### config.mk
export PLATFORM = sky130hd
export DESIGN_NAME = mod_class_fsm
export DESIGN_NICKNAME = d
export VERILOG_FILES = /design/src/rtl/mod_class_pkg.sv /design/src/rtl/mod_reduce.sv /design/src/rtl/mod_class_fsm.sv
export SDC_FILE = /design/constraint.sdc
export NUM_CORES = 1
export LEC_CHECK = 0
export CORE_AREA = 2 2 39 41
export DETAILED_ROUTE_END_ITERATION = 16
export DIE_AREA = 0 0 41 43
export GPL_ROUTABILITY_DRIVEN = 0
export PLACE_DENSITY = 0.55
export SLEW_MARGIN = 20
export SYNTH_ARGS = -nofsm -noshare
export SYNTH_HDL_FRONTEND = slang
export SYNTH_SLANG_ARGS = --single-unit
### constraint.sdc
create_clock -name clk -period 2.3 [get_ports clk]
set_input_delay 0.23 -clock clk [delete_from_list [all_inputs] [get_ports clk]]
set_output_delay 0.23 -clock clk [all_outputs]
set_load 0.1 [all_outputs]
### src/rtl/mod_class_pkg.sv
// Purpose : shared state encodings, width helpers and constants for mod_class_fsm.
// Latency : n/a (package only).
// Backpr. : n/a (package only).
package mod_class_pkg;

  typedef enum logic [1:0] {
    S_IDLE    = 2'd0,
    S_ZERO    = 2'd1,
    S_NONZERO = 2'd2
  } state_e;

  localparam logic [15:0] ZT_MAX = 16'hFFFF;

  // Residue width: enough bits for 0..m-1, never less than one bit.
  function automatic int calc_rw(input int m);
    int w;
    w = $clog2(m);
    return (w < 1) ? 1 : w;
  endfunction

  // Run-counter width: enough bits to hold 0..n inclusive.
  function automatic int calc_cw(input int n);
    return $clog2(n + 1);
  endfunction

endpackage

### src/rtl/mod_reduce.sv
// Purpose : combinational reduction of an unsigned word modulo MOD.
// Latency : 0 cycles (pure combinational).
// Backpr. : none; output follows input every cycle.
// Ports   : a [WIDTH-1:0] in, r [RW-1:0] out (a mod MOD).
// MAX_IN is the largest value a can carry. When it is below 2*MOD the
// reduction collapses to one compare and conditional subtract, which is how
// the modular accumulator adder uses this block.
module mod_reduce
  import mod_class_pkg::*;
#(
  parameter int  WIDTH  = 4,
  parameter int  MOD    = 2,
  parameter int  MAX_IN = (1 << WIDTH) - 1,
  localparam int RW     = calc_rw(MOD)
) (
  input  logic [WIDTH-1:0] a,
  output logic [RW-1:0]    r
);

  generate
    if (MAX_IN < MOD) begin : g_pass
      assign r = RW'(a);
    end else if (MAX_IN < 2 * MOD) begin : g_sub
      always_comb begin
        r = RW'(a);
        if (32'(a) >= 32'(MOD)) begin
          r = RW'(32'(a) - 32'(MOD));
        end
      end
    end else begin : g_mod
      assign r = RW'(32'(a) % 32'(MOD));
    end
  endgenerate

endmodule

### src/rtl/mod_class_fsm.sv
// Purpose : classifies accepted words by residue mod MOD (per-word or running sum),
//           tracks runs of zero residues; optional zero count under MOD_CLASS_CNT_EN.
// Latency : 1 cycle from accepted sample to registered outputs; out_valid pulses once.
// Backpr. : none; every in_valid without clear is accepted, clear wins and drops it.
// Ports   : clk, reset (async active-low), in_valid/a/mode/clear in;
//           out_valid, residue, is_zero, run_cnt, run_hit
//           [, zero_total when MOD_CLASS_CNT_EN is defined] out.
module mod_class_fsm
  import mod_class_pkg::*;
#(
  parameter int  WIDTH   = 4,
  parameter int  MOD     = 2,
  parameter int  RUN_LEN = 3,
  localparam int RW      = calc_rw(MOD),
  localparam int CW      = calc_cw(RUN_LEN)
) (
  input  logic             clk,
  input  logic             reset,
  input  logic             in_valid,
  input  logic [WIDTH-1:0] a,
  input  logic             mode,
  input  logic             clear,
  output logic             out_valid,
  output logic [RW-1:0]    residue,
  output logic             is_zero,
  output logic [CW-1:0]    run_cnt,
  output logic             run_hit
`ifdef MOD_CLASS_CNT_EN
  ,
  output logic [15:0]      zero_total
`endif
);

  state_e        state_q, state_d;
  logic [RW-1:0] acc_q, acc_d;
  logic          is_zero_q, is_zero_d;
  logic [CW-1:0] run_cnt_q, run_cnt_d;
  logic          run_hit_q, run_hit_d;
  logic          out_valid_q, out_valid_d;

  logic [RW-1:0] r_word;
  logic [RW-1:0] acc_base;
  logic [RW:0]   sum;
  logic [RW-1:0] sum_red;
  logic [RW-1:0] new_acc;
  logic          new_zero;

  mod_reduce #(
    .WIDTH (WIDTH),
    .MOD   (MOD)
  ) u_reduce_word (
    .a (a),
    .r (r_word)
  );

  // Both addends are below MOD, so the sum is below 2*MOD and a single
  // conditional subtract finishes the modular add.
  mod_reduce #(
    .WIDTH  (RW + 1),
    .MOD    (MOD),
    .MAX_IN (2 * MOD - 2)
  ) u_reduce_sum (
    .a (sum),
    .r (sum_red)
  );

  // From idle, accumulation always starts at zero.
  assign acc_base = (state_q == S_IDLE) ? '0 : acc_q;
  assign sum      = {1'b0, acc_base} + {1'b0, r_word};
  assign new_acc  = mode ? sum_red : r_word;
  assign new_zero = (new_acc == '0);

  always_comb begin
    state_d     = state_q;
    acc_d       = acc_q;
    is_zero_d   = is_zero_q;
    run_cnt_d   = run_cnt_q;
    run_hit_d   = run_hit_q;
    out_valid_d = 1'b0;
    if (clear) begin
      state_d   = S_IDLE;
      acc_d     = '0;
      is_zero_d = 1'b1;
      run_cnt_d = '0;
      run_hit_d = 1'b0;
    end else if (in_valid) begin
      state_d     = new_zero ? S_ZERO : S_NONZERO;
      acc_d       = new_acc;
      is_zero_d   = new_zero;
      out_valid_d = 1'b1;
      if (!new_zero) begin
        run_cnt_d = '0;
      end else if (run_cnt_q != CW'(RUN_LEN)) begin
        run_cnt_d = run_cnt_q + 1'b1;
      end
      run_hit_d = (run_cnt_d == CW'(RUN_LEN));
    end
  end

  always_ff @(posedge clk or negedge reset) begin
    if (!reset) begin
      state_q     <= S_IDLE;
      acc_q       <= '0;
      is_zero_q   <= 1'b1;
      run_cnt_q   <= '0;
      run_hit_q   <= 1'b0;
      out_valid_q <= 1'b0;
    end else begin
      state_q     <= state_d;
      acc_q       <= acc_d;
      is_zero_q   <= is_zero_d;
      run_cnt_q   <= run_cnt_d;
      run_hit_q   <= run_hit_d;
      out_valid_q <= out_valid_d;
    end
  end

  assign out_valid = out_valid_q;
  assign residue   = acc_q;
  assign is_zero   = is_zero_q;
  assign run_cnt   = run_cnt_q;
  assign run_hit   = run_hit_q;

`ifdef MOD_CLASS_CNT_EN
  logic [15:0] zero_total_q, zero_total_d;

  always_comb begin
    zero_total_d = zero_total_q;
    if (clear) begin
      zero_total_d = '0;
    end else if (in_valid && new_zero && (zero_total_q != ZT_MAX)) begin
      zero_total_d = zero_total_q + 16'd1;
    end
  end

  always_ff @(posedge clk or negedge reset) begin
    if (!reset) begin
      zero_total_q <= '0;
    end else begin
      zero_total_q <= zero_total_d;
    end
  end

  assign zero_total = zero_total_q;
`endif

endmodule

==> out/metrics.cfg <==
[outcome]
status = completed

[power]
combPwrFrac_pct = 26.3
p_int_uw = 200.2
ir_worst_vdd_mv = 0.3101
power_switching_share_pct = 33.81
clkPwrFrac_pct = 35.2
p_leak_uw = 0.0001870
pwr-share-seq_pct = 38.5
p_switching_uw = 102.3
p_per_area_nw_per_um2 = 737.2

[worst_setup_path]
cp-start-kind = register
required_ps = 2070
crit_chain = buf_4
crit_type = register to primary output
cp_max_fo = 2
end_kind = primary output
critical_path_buf_inv_count = 1
cp.arrival_ps = 1050
slowest_delay_ps = 530
crit_slowest_cell = dfstp_2
cp_top_family = flip-flops

[synthesis]
ys_types = 16
avgSynthCellArea_um2 = 11.21
synth_area_leaders = dfrtp_1 (47%), dfstp_2 (9.8%), o41ai_2 (6.0%)
synth_top_area_share_pct = 46.51
netlist_instances = 24
yosysTopAreaCell = dfrtp_1
synth-seq-area-share_pct = 56.28
ys_ff_latch = 6
yosysWarnings = 0
syn_nets = 33
synth_area_um2 = 269.0

[placement]
port_buffers = 11
place_inst = 51

[timing]
drv_slew = 0
max_freq_mhz = 779.3
tightest_slew_ps = 289.3
rsz0062_at_grt = false
finalHoldViolations = 0
period_share_pct = 55.79
min_period_ps = 1283
setup_violations = 0
relSlewSlack_pct = 80.65
holdWs_ps = 229.0
setup_tns_ps = 0
fin_skew_ps = 4.465

[finish]
final_cell_mix = buf_4 (6), clkdlybuf4s50_1 (5), dfrtp_1 (5)
drive_above_1_share_pct = 35.90
area_growth_syn_to_layout_pct = 52.56
antenna_cells = 0
stdcell_count = 55
final_common_cell = buf_4
post-route-util_pct = 29.66
nets = 49

[drt]
post-route-drc-count = 0
via_count = 226
ant_nets = 0
wire_per_inst_um = 10.35
firstDrtPassIters = 2
routed_wl_um = 569
viasPerCell = 4.109
drtIter0Drc = 1

[run]
cap_viol_max_count = 0

[cts]
cts_root_buffer = clkbuf_4
clock-sinks = 6
cts_buffer_depth = 2
hold_buffers = 0
cts_buffers = 3
cts_tree = built
clk_latency_ps = 250
post_cts_buffers = 0
path_clk_slew_ps = 50
post_cts_resized = 0
cts.htree.levels = 1

[die]
core-area_um2 = 1384
start_util_pct = 19.44
die_width_um = 41
rows = 14
die_height_um = 43
die_area_um2 = 1763
ios = 15

[global_route]
first_global_vias = 223
grt_first_pass_wirelength_um = 862
grt_util_all_layers_pct = 7.770
grt_antenna_before_repair = 0
grt_max_degree = 8
grt_overflow_total = 0

[worst_hold_path]
min_path_type = primary input to async pin

-- layout make-up --
type	instances	area, um^2
fill	145	973.4
sequential	6	151.4
multi-input combinational	16	110.1
timing repair buffer	11	95.09
clock buffer	4	26.28
tap	16	20.02
inverter	2	7.507
-- Yosys cell counts --
cell type  count
a211o_1        1
a211oi_1       1
a21oi_1        2
a22o_1         1
dfrtp_1        5
dfstp_2        1
inv_1          1
inv_2          1
mux2i_2        1
nand2_1        2
nand2_2        1
nand2b_1       1
nor2_1         3
nor3_1         1
o41ai_2        1
xnor2_1        1
-- stage by stage --
stage	setup slack, ps	instance area, um^2	power (uW)
5_1_grt	983.7	410.4	320.5
2_1_floorplan	675.4	269.0	172.6
4_1_cts	1006	410.4	309.2
3_3_place_gp	940.6	384.1	198.2
3_5_place_dp	941.9	384.1	197.9
6_report	1017	410.4	302.5
-- path summary, 6_finish.rpt --
check	from	end	slack, ps	depth (start not counted)
max in group asynchronous	reset	is_zero	1790	1
max reg2reg	state_q[1]	is_zero	1330	3
min in group clk	run_hit	run_hit	500	2
min	reset	run_hit	230	1
min reg2reg	run_hit	run_hit	500	2
max	is_zero	is_zero	1020	1
-- registers in the layout, summed over array words and instances, names as in the netlist --
signal	cells
run_cnt	2
is_zero	1
out_valid	1
run_hit	1
state_q	1
-- routing by layer --
metal | wire (um) | GRT usage, %
met4 | 8 | 2.000
met2 | 199 | 9.375
met5 | 0 | 0
met1 | 279 | 10.13
met3 | 81 | 6.806
-- logic make-up (layout without fill, tap and decap cells) --
family	after synthesis	count (layout)	share of synthesized area (%)
simple gates	8	8	13.49
xor+xnor	1	1	3.256
flops	6	6	56.28
buf+inv	2	17	2.788
compound gates	6	6	19.07
mux	1	1	5.115
-- power by group through the flow --
stage / Combinational, uW / Sequential [uW] / Clock, uW
finish: 79.7 / 117 / 106
CTS: 80.4 / 116 / 112
global placement: 80.1 / 118 / 0
detailed placement: 80.0 / 118 / 0
floorplan: 14.2 / 158 / 0
global route: 83.8 / 117 / 119
(Power assumes the default switching activity.)
==> patch 1 (same flow settings) <==
Register the inputs `a` and `mode` before use, with the module's reset. The logic sees them one clock later. The other inputs are not delayed to match. Comments in the files are not updated.
--- a/src/rtl/mod_class_fsm.sv
+++ b/src/rtl/mod_class_fsm.sv
@@ -33,2 +33,15 @@
 
+  logic [WIDTH-1:0] a_q;
+  logic mode_q;
+
+  always_ff @(posedge clk or negedge reset) begin
+    if (!reset) begin
+      a_q    <= '0;
+      mode_q <= '0;
+    end else begin
+      a_q    <= a;
+      mode_q <= mode;
+    end
+  end
+
   state_e        state_q, state_d;
@@ -51,3 +64,3 @@
   ) u_reduce_word (
-    .a (a),
+    .a (a_q),
     .r (r_word)
@@ -69,3 +82,3 @@
   assign sum      = {1'b0, acc_base} + {1'b0, r_word};
-  assign new_acc  = mode ? sum_red : r_word;
+  assign new_acc  = mode_q ? sum_red : r_word;
   assign new_zero = (new_acc == '0);
Check against the original RTL: not equivalent (a bounded check fails within 4 cycles, from zero or initial values and one cycle with reset low).
==> patch 1 against the unedited design <==
- global-route usage rose by 0.86 points
- area after synthesis increased by 19%
- setup slack worse by 0.011 ns
- die area stayed put
- cell area rose by 12%
- sequential cell count increased by 2
- wire length is 12% higher
- total power grew 16%
- combinational power increased by 0.6%
- critical endpoint unchanged
==> patch 1: results (changes against the unedited design) <==
asr flop ratio synth -> 100% (unchanged)
sequential area share after synthesis -> 63.1% (was 56.3%)
clk root buf -> clkbuf_4 (unchanged)
clock tree buffer depth -> 2 (unchanged)
crit-path leading delay family -> flip-flops (unchanged)
htree depth -> 1 (unchanged)
vias in the first global route -> 236 (was 223)
Num CTS Buffers -> 3 (unchanged)
max reg flops -> 2 (unchanged)
Crit Path Max Fanout -> 2 (unchanged)
Leak -> 0.000210 uW (was 0.000187 uW)
Clk Latency, worst-skew pair -> 0.26 ns
Fillers -> 135 (was 145)
number of warning messages in the yosys log -> 0 (unchanged)
skew final -> 0.00814 ns (was 0.00447 ns)
fraction of layout cells with a size suffix above 1 -> 34.1% (was 35.9%)
first-pass GRT wire length -> 945 um (was 862 um)
Slew HR -> 74.7% (was 80.7%)
outcome -> completed (unchanged)
Buffers on Ports -> 11 (unchanged)
post-synthesis compound-gate area fraction -> 16.1% (was 19.1%)
Placement Setup Slack -> 0.903 ns (was 0.942 ns)
Post-Synth XOR/XNOR Area -> 2.75% (was 3.26%)
multiplexer area fraction after synthesis -> 4.31% (was 5.12%)
Max VDD drop -> 0.241 mV (was 0.310 mV)
Total Wirelength -> 638 um (was 569 um)
Critical-path top delay cell -> dfstp_2 (unchanged)
Netlist cell types -> 16 (unchanged)
synth cell count leaders -> dfrtp_1, nor2_1, a21oi_1, nand2_1 (unchanged)
nets@finish -> 51 (was 49)
Initial DRT Pass Iterations -> 2 (unchanged)
Reg clk slew, reported paths -> 0.06 ns
syn_nets -> 35 (was 33)
post_cts resized -> 0 (unchanged)
drt initial violations -> 1 (unchanged)
dpl hpwl -> 473 um
GRT Total Usage -> 8.63% (was 7.77%)
postcts setup bufs -> 0 (unchanged)
n_diodes -> 0 (unchanged)
post-synthesis adder-cell area fraction -> 0% (unchanged)
CP max stage delay -> 0.53 ns (about the same)
worst hold path type -> input port to async pin (unchanged)
Via density -> 4.25 (was 4.11)
Area contributors post-synth -> dfrtp_1, dfstp_2, o41ai_2 (unchanged)
pin count of the biggest net entering global routing -> 9 (was 8)
Worst EP arrival -> 1.06 ns
initial antenna violation count -> 0 (unchanged)
## patch 1: cell types whose count changed after synthesis, sizes merged
cell | before | now
dfrtp | 5 | 7
## patch 1: routing by layer
layer	global-route usage, %	vias up	share of wire (%)
met3	3.14	0	14
li1	-	120	-
met5	0	-	0
met2	11.3	14	42
met4	8.00	0	0
met1	10.3	108	44
## patch 1: per-stage QoR
stage / cell area [um^2] / util [%] / hold WS, ns / power [uW] / cells
after floorplan: 319 / - / -0.0656 / 211 / 26
after global placement: 434 / 31.4 / 0.474 / 236 / 53
after detailed placement: 434 / 31.4 / 0.499 / 237 / 53
after CTS: 460 / 33.3 / 0.256 / 354 / 57
after global routing: 460 / 33.3 / 0.278 / 371 / 57
final: 460 / 33.3 / 0.255 / 351 / 57
## patch 1: area by class of cell
type                    instances  area, um^2  share of cell area (%)
flip-flops and latches          8         201                    43.7
multi-input cells              16         110                    23.9
repair buffers                 11        95.1                    20.7
clock buffers                   4        26.3                    5.71
well taps                      16        20.0                    4.35
inverters                       2        7.51                    1.63
## patch 1: kinds of logic after synthesis
| family | Yosys count |
|---|---|
| DFF | 8 |
| muxes | 1 |
| AOI/OAI and AO/OA | 6 |
| xor gates and xnor gates | 1 |
| and+or+nand+nor | 8 |
| buffers and inverters | 2 |
## patch 1: final timing paths
kind                                           to                start  slack [ns]  depth (start not counted)
setup reg to reg           run_cnt[0]$_DFFE_PN0P_     a_q[0]$_DFF_PN0_        1.28                          3
hold reg to reg               run_hit$_DFFE_PN0P_  run_hit$_DFFE_PN0P_        0.51                          2
hold / removal             run_cnt[0]$_DFFE_PN0P_                reset        0.26                          1
max in group asynchronous     is_zero$_DFFE_PN1P_                reset        1.73                          1
min in group clk                 a_q[0]$_DFF_PN0_                 a[0]        0.41                          1
setup / recovery                          is_zero  is_zero$_DFFE_PN1P_        1.01                          1
## patch 1: where the power goes
part / switching (uW) / internal (uW) / leakage, uW
combinational: 58.2 / 22.0 / 0.0000941
clock: 49.8 / 66.5 / 0.0000150
sequential: 5.27 / 149 / 0.000101
total: 113 / 238 / 0.000210
==> patch 2 (config.mk and constraints unchanged) <==
Without the edit above. `MOD` is set to 2 in 2 places; all go to 1. Comments in the files are not updated.
--- a/src/rtl/mod_reduce.sv
+++ b/src/rtl/mod_reduce.sv
@@ -11,3 +11,3 @@
   parameter int  WIDTH  = 4,
-  parameter int  MOD    = 2,
+  parameter int  MOD    = 1,
   parameter int  MAX_IN = (1 << WIDTH) - 1,
--- a/src/rtl/mod_class_fsm.sv
+++ b/src/rtl/mod_class_fsm.sv
@@ -11,3 +11,3 @@
   parameter int  WIDTH   = 4,
-  parameter int  MOD     = 2,
+  parameter int  MOD     = 1,
   parameter int  RUN_LEN = 3,
Check against the original RTL: not equivalent (Yosys sat finds a counterexample within 4 cycles, from zero or initial values and one cycle with reset low).
==> patch 2 against the unedited design <==
- utilization shrank 1.4 points
- sequential cell count is the same
- area after synthesis grew 0.93%
- via count shrank 4.0%
- cell area shrank 4.6%
- register-to-register slack gained 0.13 ns
- setup slack gained 0.0086 ns
- wire length shrank 5.1%
- total power shrank 9.6%
- critical endpoint unchanged
- largest cell class unchanged
- largest power group unchanged
==> patch 2: results (changes against the unedited design) <==
outcome -> completed (unchanged)
syn_nets -> 32 (was 33)
Initial DRT Pass Iterations -> 3 (was 2)
sequential area share after synthesis -> 55.8% (was 56.3%)
Cells after Synth -> 23 (was 24)
combinational power share -> 20.2% (was 26.3%)
n_diodes -> 0 (unchanged)
vias post-DR -> 217 (was 226)
DR WL/cell -> 10.4 um (was 10.3 um)
pin count of the biggest net entering global routing -> 11 (was 8)
max reg flops -> 2 (unchanged)
Sw Share -> 30.0% (was 33.8%)
drt initial violations -> 7 (was 1)
synth cell count leaders -> dfrtp_1, nand2b_1, nand3_1 (was dfrtp_1, nor2_1, a21oi_1, nand2_1)
postcts setup bufs -> 0 (unchanged)
asr flop ratio synth -> 100% (unchanged)
Slew HR -> 77.9% (was 80.7%)
crit-path leading delay family -> flip-flops (unchanged)
area post-placement -> 365 um^2 (was 384 um^2)
htree depth -> 1 (unchanged)
Netlist cell types -> 13 (was 16)
skew final -> 0.00783 ns (was 0.00447 ns)
Crit Path Max Fanout -> 2 (unchanged)
vias in the first global route -> 231 (was 223)
Layout Cell Area excl Fill -> 392 um^2 (was 410 um^2)
Sequential Power -> 113 uW (was 117 uW)
GRT Total Usage -> 8.68% (was 7.77%)
Tot Pwr -> 273 uW (was 303 uW)
post_cts resized -> 0 (unchanged)
nets@finish -> 46 (was 49)
number of warning messages in the yosys log -> 0 (unchanged)
Total Wirelength -> 540 um (was 569 um)
Max VDD drop -> 0.199 mV (was 0.310 mV)
Area contributors post-synth -> dfrtp_1, dfstp_2, nand2b_1 (was dfrtp_1, dfstp_2, o41ai_2)
placed cells -> 48 (was 51)
Buffers on Ports -> 10 (was 11)
clk root buf -> clkbuf_4 (unchanged)
fraction of layout cells with a size suffix above 1 -> 36.1% (was 35.9%)
CP max stage delay -> 0.52 ns
first-pass GRT wire length -> 938 um (was 862 um)
Placement Setup Slack -> 0.956 ns (was 0.942 ns)
Reg clk slew, reported paths -> 0.05 ns (about the same)
Leak -> 0.000167 uW (was 0.000187 uW)
Final Hold Viols -> 0 (unchanged)
clock tree buffer depth -> 2 (unchanged)
Clk Latency, worst-skew pair -> 0.25 ns (about the same)
patch 2: worst reg2reg max path, cell delays in order, from the launching register on:
cell      delay [ns]
dfrtp_1         0.41
nand2b_1        0.16
nand3_1         0.08
a21oi_1         0.07
patch 2: layout make-up:
class	instances	area [um^2]
Fill cell	148	992
Sequential cell	6	151
Multi-Input combinational cell	16	109
Timing Repair Buffer	10	85.1
Clock buffer	4	26.3
Tap cell	16	20.0
patch 2: worst paths after layout:
| check | slack, ns | startpoint | end | depth (start not counted) |
|---|---|---|---|---|
| min in group clk | 0.53 | run_hit$_DFFE_PN0P_ | run_hit$_DFFE_PN0P_ | 2 |
| min | 0.23 | reset | run_cnt[1]$_DFFE_PN0P_ | 1 |
| max in group asynchronous | 1.79 | reset | is_zero$_DFFE_PN1P_ | 1 |
| max reg2reg | 1.46 | run_cnt[1]$_DFFE_PN0P_ | run_cnt[0]$_DFFE_PN0P_ | 3 |
| max | 1.03 | is_zero$_DFFE_PN1P_ | is_zero | 1 |
| min reg2reg | 0.53 | run_hit$_DFFE_PN0P_ | run_hit$_DFFE_PN0P_ | 2 |
patch 2: cell families (layout without fill, tap and decap cells):
| family | Yosys count | after routing | share of synthesized area, % |
|---|---|---|---|
| AOI/OAI and AO/OA | 5 | 5 | 14.3 |
| buffers and inverters | 1 | 14 | 4.15 |
| DFF | 6 | 6 | 55.8 |
| and+or+nand+nor | 11 | 11 | 25.8 |
patch 2: routing by layer:
layer  track usage (%)  routed length, um  vias up
met5                 0                  0        -
met4              10.0                  0        0
met3              3.14                 56        0
met2              9.69                221       11
met1              11.1                262      100
li1                  -                  -      106
